**config.mk**
```make
export PLATFORM = sky130hd
export DESIGN_NAME = drbg_request_scheduler
export DESIGN_NICKNAME = d
export VERILOG_FILES = /design/src/rtl/drbg_request_scheduler.sv
export SDC_FILE = /design/constraint.sdc
export NUM_CORES = 1
export LEC_CHECK = 0
export ABC_AREA = 0
export BUFFER_PORTS_ARGS = -buffer_cell sky130_fd_sc_hd__buf_2
export CORE_UTILIZATION = 59
export DETAILED_ROUTE_END_ITERATION = 7
export GPL_TIMING_DRIVEN = 0
export PLACE_DENSITY_LB_ADDON = 0.12
export SETUP_SLACK_MARGIN = 0.2
export SYNTH_ARGS = -nofsm -noshare
export SYNTH_HDL_FRONTEND = slang
export SYNTH_SLANG_ARGS = --single-unit
```
**constraint.sdc**
```tcl
create_clock -name clk -period 6.42 [get_ports clk]
set_clock_uncertainty 0.15 [all_clocks]
set_input_delay 0.963 -clock clk [delete_from_list [all_inputs] [get_ports clk]]
set_output_delay 0.963 -clock clk [all_outputs]
set_load 0.1 [all_outputs]
```
**src/rtl/drbg_request_scheduler.sv**
```systemverilog
// drbg_request_scheduler
// Shares one hash DRBG between synchroniser seed advances, periodic
// (field-counted) reseeds and scrambler bits requests, keeping exactly one
// command in flight. Optional watchdog: define DRBG_SCHED_WATCHDOG_EN.
module drbg_request_scheduler #(
    parameter int unsigned RESEED_FIELDS  = 4,
    parameter int unsigned TIMEOUT_CYCLES = 1024
) (
    input  logic       clk,
    input  logic       reset,
    input  logic       init_done,
    input  logic       drbg_ready,
    input  logic       block_drbg_reseed,
    input  logic       sync_seed_req,
    input  logic       bits_req,
    input  logic       vsync,
    output logic       drbg_next_seed,
    output logic       drbg_next_bits,
    output logic       sync_seed_ack,
    output logic       bits_ack,
    output logic       reseed_pending,
    output logic [7:0] sync_pending_cnt,
    output logic       busy,
    output logic       timeout_err
);

    typedef enum logic [2:0] {ST_IDLE, ST_ISSUE, ST_WAIT_BUSY, ST_WAIT_DONE, ST_ACK} state_t;
    typedef enum logic [1:0] {GR_SYNC, GR_PERIODIC, GR_BITS} grant_t;

    localparam logic [7:0] LP_LAST_FIELD = 8'(RESEED_FIELDS - 1);

    state_t     r_state;
    state_t     w_state_nxt;
    grant_t     r_grant;
    logic       r_busy;
    logic       r_last_bits;
    logic       r_bits_pend;
    logic       r_reseed_pend;
    logic       r_vsync_d;
    logic [7:0] r_sync_cnt;
    logic [7:0] r_field_cnt;
    logic       w_seed_elig;
    logic       w_bits_elig;
    logic       w_pick_seed;
    logic       w_grant;
    logic       w_vsync_rise;
    logic       w_periodic_done;
    logic       w_wd_expire;

    assign w_seed_elig     = !block_drbg_reseed && ((r_sync_cnt != '0) || r_reseed_pend);
    assign w_bits_elig     = r_bits_pend;
    // Alternate between classes when both want the DRBG.
    assign w_pick_seed     = w_seed_elig && (!w_bits_elig || r_last_bits);
    assign w_grant         = (r_state == ST_IDLE) && init_done && drbg_ready &&
                             (w_seed_elig || w_bits_elig);
    assign w_vsync_rise    = vsync && !r_vsync_d;
    assign w_periodic_done = init_done && (r_state == ST_ACK) && (r_grant == GR_PERIODIC);

    assign reseed_pending   = r_reseed_pend;
    assign sync_pending_cnt = r_sync_cnt;
    assign busy             = r_busy;

    // State register; busy registered from the next state
    always_ff @(posedge clk) begin
        if (reset) begin
            r_state <= ST_IDLE;
            r_busy  <= 1'b0;
        end else begin
            r_state <= w_state_nxt;
            r_busy  <= (w_state_nxt != ST_IDLE);
        end
    end

    // Next-state logic; init_done low or watchdog expiry abandons the command
    always_comb begin
        w_state_nxt = r_state;
        case (r_state)
            ST_IDLE:      if (w_grant) w_state_nxt = ST_ISSUE;
            ST_ISSUE:     w_state_nxt = ST_WAIT_BUSY;
            ST_WAIT_BUSY: if (!drbg_ready) w_state_nxt = ST_WAIT_DONE;
            ST_WAIT_DONE: if (drbg_ready) w_state_nxt = ST_ACK;
            ST_ACK:       w_state_nxt = ST_IDLE;
            default:      w_state_nxt = ST_IDLE;
        endcase
        if (w_wd_expire || !init_done) w_state_nxt = ST_IDLE;
    end

    // Strobes and acks decoded from state and the latched grant
    always_comb begin
        drbg_next_seed = 1'b0;
        drbg_next_bits = 1'b0;
        sync_seed_ack  = 1'b0;
        bits_ack       = 1'b0;
        if (init_done) begin
            if (r_state == ST_ISSUE) begin
                drbg_next_seed = (r_grant != GR_BITS);
                drbg_next_bits = (r_grant == GR_BITS);
            end
            if (r_state == ST_ACK) begin
                sync_seed_ack = (r_grant == GR_SYNC);
                bits_ack      = (r_grant == GR_BITS);
            end
        end
    end

    // Latch the granted command and remember the class for fairness
    always_ff @(posedge clk) begin
        if (reset || !init_done) begin
            r_grant     <= GR_SYNC;
            r_last_bits <= 1'b1;
        end else if (w_grant) begin
            r_last_bits <= !w_pick_seed;
            if (!w_pick_seed)
                r_grant <= GR_BITS;
            else if (r_sync_cnt != '0)
                r_grant <= GR_SYNC;
            else
                r_grant <= GR_PERIODIC;
        end
    end

    // Outstanding sync seed requests, saturating at 255
    always_ff @(posedge clk) begin
        if (reset || !init_done) begin
            r_sync_cnt <= '0;
        end else if (sync_seed_req && !sync_seed_ack) begin
            if (r_sync_cnt != 8'hFF) r_sync_cnt <= r_sync_cnt + 8'd1;
        end else if (!sync_seed_req && sync_seed_ack) begin
            r_sync_cnt <= r_sync_cnt - 8'd1;
        end
    end

    // Bits request flag; a request in the ack cycle keeps it set
    always_ff @(posedge clk) begin
        if (reset || !init_done) r_bits_pend <= 1'b0;
        else                     r_bits_pend <= (r_bits_pend && !bits_ack) || bits_req;
    end

    // vsync edge detector
    always_ff @(posedge clk) begin
        if (reset) r_vsync_d <= 1'b0;
        else       r_vsync_d <= vsync;
    end

    // Field counter and periodic reseed flag (a flag, so edges never stack)
    always_ff @(posedge clk) begin
        if (reset || !init_done) begin
            r_field_cnt   <= '0;
            r_reseed_pend <= 1'b0;
        end else begin
            if (w_vsync_rise) begin
                if (r_field_cnt == LP_LAST_FIELD) begin
                    r_field_cnt   <= '0;
                    r_reseed_pend <= 1'b1;
                end else begin
                    r_field_cnt <= r_field_cnt + 8'd1;
                end
            end
            if (w_periodic_done) r_reseed_pend <= 1'b0;
        end
    end

`ifdef DRBG_SCHED_WATCHDOG_EN
    localparam logic [15:0] LP_WD_LAST = 16'(TIMEOUT_CYCLES - 1);

    logic [15:0] r_wd_cnt;
    logic        r_timeout_err;
    logic        w_wd_waiting;

    assign w_wd_waiting = (r_state == ST_WAIT_BUSY) || (r_state == ST_WAIT_DONE);
    assign w_wd_expire  = w_wd_waiting && (r_wd_cnt == LP_WD_LAST);
    assign timeout_err  = r_timeout_err;

    // Watchdog over the DRBG wait states; the request stays pending for retry
    always_ff @(posedge clk) begin
        if (reset) begin
            r_wd_cnt      <= '0;
            r_timeout_err <= 1'b0;
        end else begin
            if (w_wd_waiting && !w_wd_expire) r_wd_cnt <= r_wd_cnt + 16'd1;
            else                              r_wd_cnt <= '0;
            if (w_wd_expire) r_timeout_err <= 1'b1;
        end
    end
`else
    logic w_unused_timeout;

    assign w_wd_expire      = 1'b0;
    assign timeout_err      = 1'b0;
    assign w_unused_timeout = ^TIMEOUT_CYCLES;
`endif

endmodule

```
After elaboration in Yosys (flattened, before gate mapping):

Index checks and enable logic that the tools add are counted.

* register bits after elaboration: 26
* input bits: 8
* word-level logic and storage cells: 73

* $add $sub $neg: 3
* reductions and logical operators: 32
* equality and inequality tests: 10
* muxes and demuxes: 19

Operator list (number)
* 8-bit two-way mux: 4
* 8-bit by 1-bit adder with 8-bit output, second input constant: 2
* 3-bit two-way mux: 4
* 3-bit case mux with 4 select lines: 1
* 1-bit logical AND: 11
* 1-bit two-way mux: 9
* 8-bit by 2-bit == test with 1-bit output, second input constant: 1
* 1-bit logical NOT: 8
* 8-bit inequality test, second input constant: 1
* 8-bit nonzero test: 1
* 8-bit by 1-bit subtractor with 8-bit output, second input constant: 1
* 3-bit by 2-bit == test with 1-bit output, second input constant: 2
* 1-bit logical OR: 5
* 2-bit AND reduction: 2
* 3-bit by 1-bit == test with 1-bit output, second input constant: 1
* 3-bit == test, second input constant: 1
* 3-bit logical NOT: 1
* 3-bit nonzero test: 1
* 2-bit by 1-bit == test with 1-bit output, second input constant: 1
* 2-bit == test, second input constant: 1
* 2-bit logical NOT: 1
* 2-bit two-way mux: 1
* 2-bit by 1-bit inequality test with 1-bit output, second input constant: 1
* 2-bit inequality test, second input constant: 1
* 2 further kinds: 2

Longest topological paths before layout:

* depth in word-level cells: 9
* mapped depth: 8
* mapped depth without buffers: 8

Worst setup path before layout:

No wires, ideal clock.

* path kind: input-to-output
* start point: in init_done
* end point: out sync_seed_ack
* buffers on the path: 0
* path slack: 2169 ps
* arrival time: 3138 ps
* cell stages on the path: 2
* path through: nand4bb_4 -> nor3_1

* longest elaborated chain between the ends: 1

Ends and longest elaborated chain
* from (decl): line 11 `input logic init_done,`
* 1-bit two-way mux: line 94 `if (init_done) begin`
* to (decl): line 19 `output logic sync_seed_ack,`

No other way between the ends.

Worst setup path in the final report:

* start point: in init_done
* end point: reg r_sync_cnt[7] (netlist: sync_pending_cnt[7])

* longest elaborated chain between the ends: 5

Ends and longest elaborated chain
* 1-bit two-way mux: line 94
* 1-bit logical NOT: line 126 `end else if (sync_seed_req && !sync_seed_ack) begin`
* 1-bit logical AND: line 126
* 2-bit by 1-bit inequality test with 1-bit output (no line) or 2-bit nonzero test (tied branches)
* 2-bit AND reduction (no line)
* to (signal assigned): line 127 `if (r_sync_cnt != 8'hFF) r_sync_cnt <= r_sync_cnt + 8'd1;`
* to (signal assigned): line 129 `r_sync_cnt <= r_sync_cnt - 8'd1;`
* to (decl): line 40 `logic [7:0] r_sync_cnt;`

Several ways; a longest one is shown, not always the timed one.
A chain may end at the register's enable or synchronous reset.

==> flow_metrics.tcl <==
set metrics [dict create \
    cts-hold-fix-buffers 0 \
    outcome "completed" \
    routed_wire_length_microns 2843 \
    clk_pin_slew_worst_paths_ns 0.14 \
    synth_sequential_area_ratio_pct 36.30 \
    io_buffers 21 \
    postLayoutCellArea_sq_mm 0.001610 \
    timing_hold_violations_final 0 \
    edff_count_synth 0 \
    numClockSinks 26 \
    dr.first_iter.drc_count 25 \
    grt_overflow_total 0 \
    floorplan.rows 17 \
    setup_tns_ns 0 \
    postSynth.asyncResetShare_pct 0 \
    layout_commonest_cell "sky130_fd_sc_hd__dfxtp_1" \
    post-dp-hpwl_microns 2161 \
    htree_levels 1 \
    fillCellCount 187 \
    synth_cells 162 \
    num_antenna_cells 0 \
    ys_ff_latch 26 \
    worstHoldPathType "reg2reg" \
    die_w_microns 51.30 \
    clock.fmax_ghz 0.2784 \
    pin_count 23 \
    critical_path.max_fanout 9 \
    synth_area_per_cell_sq_um 8.851 \
    cts_buffers 3 \
    min_period_ns 3.592 \
    netlist.area_leader.share_pct 36.30 \
    clk-insertion-delay-late_ns 0.32 \
    power.ir.vdd_worst_mv 0.1450 \
    first_global_vias 1158 \
    tritoncts "yes" \
    core_area_sq_mm 0.002255 \
    drc_errors 0 \
    grt_start_max_net_pins 15 \
    power_density_mw_per_mm2 199.5 \
    yosys-top-cells-area "sky130_fd_sc_hd__dfxtp_1, sky130_fd_sc_hd__ha_1, sky130_fd_sc_hd__nor2_1" \
    setup_repair_after_global_routing_missed_its_margin "false" \
    yosys.cell_types.count 42 \
    post-route-period-util_pct 55.96 \
    leakage_nw 0.6899 \
    grt_first_pass_wirelength_microns 4816 \
    ys_warns 0 \
    synth_nets 178 \
    initial_utilization_pct 63.60 \
    initial_antenna_violation_count 0 \
    die_height_microns 51.30 \
    final_nets 204 \
    area_overhead_vs_synth_pct 12.30 \
    cell_accounting_for_the_most_synthesized_area "sky130_fd_sc_hd__dfxtp_1" \
    cts_buffer_depth 2 \
    cp.arrival_ns 3.69 \
    setup.worst_path.end_class "flip-flop" \
    dieArea_sq_mm 0.002632 \
    layout.cells.most_common_list "sky130_fd_sc_hd__dfxtp_1, sky130_fd_sc_hd__nor2_1, sky130_fd_sc_hd__buf_2, sky130_fd_sc_hd__nand2_1, sky130_fd_sc_hd__a21oi_1" \
    postCtsSetupRepairBufs 0 \
    first_pass_iters 4 \
    post_cts_resized 0 \
    max_cap_violations 0 \
    type_of_the_worst_setup_path "in2reg" \
    routability_cong 0.8588 \
    number_of_failing_setup_endpoints_in_the_final_timing_report 0 \
    timing.critical_path.from_type "input port" \
    vias 1263 \
    timing.slew.headroom_pct 20.65 \
    ys_dominant_reg_cell "sky130_fd_sc_hd__dfxtp_1" \
    wire_per_inst_microns 13.22 \
    viasPerCell 5.874 \
    worst-slew-pin-transition_ns 1.180 \
    dpl_cell_area_sq_mm 0.001574 \
    finalMaxSlewViolations 0 \
    synth.cell_area_sq_mm 0.001434 \
    final_layout_size_suffix_gt1_share_pct 18.72 \
    worstPathRequired_ns 6.52 \
    drtAntennaViolNets 0 \
    clk_root_buffer_cell "sky130_fd_sc_hd__clkbuf_4" \
    fin_total_pwr_mw 0.3213 \
    grt_use_total_pct 24.47 \
]
==> worst max-delay path: stages <==
cell and delay (ns):
sky130_fd_sc_hd__buf_2 0.15, sky130_fd_sc_hd__nand4bb_4 0.15, sky130_fd_sc_hd__o31ai_1 0.96, sky130_fd_sc_hd__ha_1 0.46
sky130_fd_sc_hd__a21oi_1 0.22, sky130_fd_sc_hd__nand2_1 0.11, sky130_fd_sc_hd__a21oi_1 0.15, sky130_fd_sc_hd__mux2_2 0.35
sky130_fd_sc_hd__mux2i_1 0.16
==> flip-flops by register name, summed over array words and instances (netlist names) <==
name / flops
r_bits_pend: 1
r_last_bits: 1
reseed_pending: 1
r_vsync_d: 1
r_state: 3
busy: 1
r_field_cnt: 8
r_grant: 2
sync_pending_cnt: 8
==> layer usage <==
layer / global-route usage [%] / routed length, microns / up-vias
met3: 4.167 / 94 / 5
met2: 49.56 / 1502 / 29
met4: 7.658 / 27 / 0
met1: 24.72 / 1219 / 602
li1: - / - / 627
met5: 0 / 0 / -
==> worst paths after layout <==
path / startpoint / to / slack, ns / cells past startpoint
setup / recovery: init_done / sync_pending_cnt[7] / 2.83 / 9
hold / removal: r_last_bits / r_last_bits / 0.32 / 1
setup reg to reg: r_state[1] / sync_pending_cnt[7] / 3.11 / 8
hold reg to reg: r_last_bits / r_last_bits / 0.32 / 1
==> power by group <==
| part | switching, mW | internal [mW] | total, mW | leakage (nW) |
|---|---|---|---|---|
| clock network | 0.0463 | 0.0347 | 0.0810 | 0.0210 |
| registers | 0.00484 | 0.165 | 0.170 | 0.211 |
| logic | 0.0475 | 0.0226 | 0.0701 | 0.458 |
| total | 0.0987 | 0.223 | 0.321 | 0.690 |
==> cells in the mapped netlist (2+ instances only) <==
master / instances
sky130_fd_sc_hd__a211oi_1: 4
sky130_fd_sc_hd__a21o_1: 2
sky130_fd_sc_hd__a21oi_1: 9
sky130_fd_sc_hd__and3_1: 4
sky130_fd_sc_hd__dfxtp_1: 26
sky130_fd_sc_hd__ha_1: 7
sky130_fd_sc_hd__inv_1: 4
sky130_fd_sc_hd__mux2i_1: 7
sky130_fd_sc_hd__nand2_1: 14
sky130_fd_sc_hd__nand2b_1: 4
sky130_fd_sc_hd__nand3_1: 2
sky130_fd_sc_hd__nand4_1: 5
sky130_fd_sc_hd__nor2_1: 21
sky130_fd_sc_hd__nor2b_1: 6
sky130_fd_sc_hd__nor3_1: 6
sky130_fd_sc_hd__o21ai_0: 3
sky130_fd_sc_hd__or4_1: 3
sky130_fd_sc_hd__or4_4: 2
sky130_fd_sc_hd__xnor2_1: 3
sky130_fd_sc_hd__xor2_1: 8
==> cell type report <==
type                    instances  area [sq um]  share of cell area [%]
flip-flops and latches         26         520.5                   32.32
clock buffers                   4         36.28                   2.253
multi-input cells             129         883.3                   54.86
well taps                      28         35.03                   2.176
inverters                       4         15.01                  0.9324
repair buffers                 21         105.1                   6.527
plain buffers                   3         15.01                  0.9324
==> cell families after synthesis <==
group,count (synthesis),synth area share (%)
AOI/OAI and AO/OA,27,12.83
xor gates and xnor gates,11,6.720
adders and majority gates,8,7.504
buffers and inverters,7,2.094
DFF,26,36.30
muxes,8,5.672
other,1,0.2615
and+or+nand+nor,74,28.62
==> through the flow <==
stage	util, %	cells	worst slack (ns)	hold slack [ns]
2_1_floorplan	-	162	2.169	0.2703
3_3_place_gp	69.81	211	2.548	0.2859
3_5_place_dp	69.81	211	2.470	0.2921
4_1_cts	71.42	215	2.805	0.3252
5_1_grt	71.42	215	2.629	0.3505
6_report	71.42	215	2.828	0.3228
(Power assumes the default switching activity.)
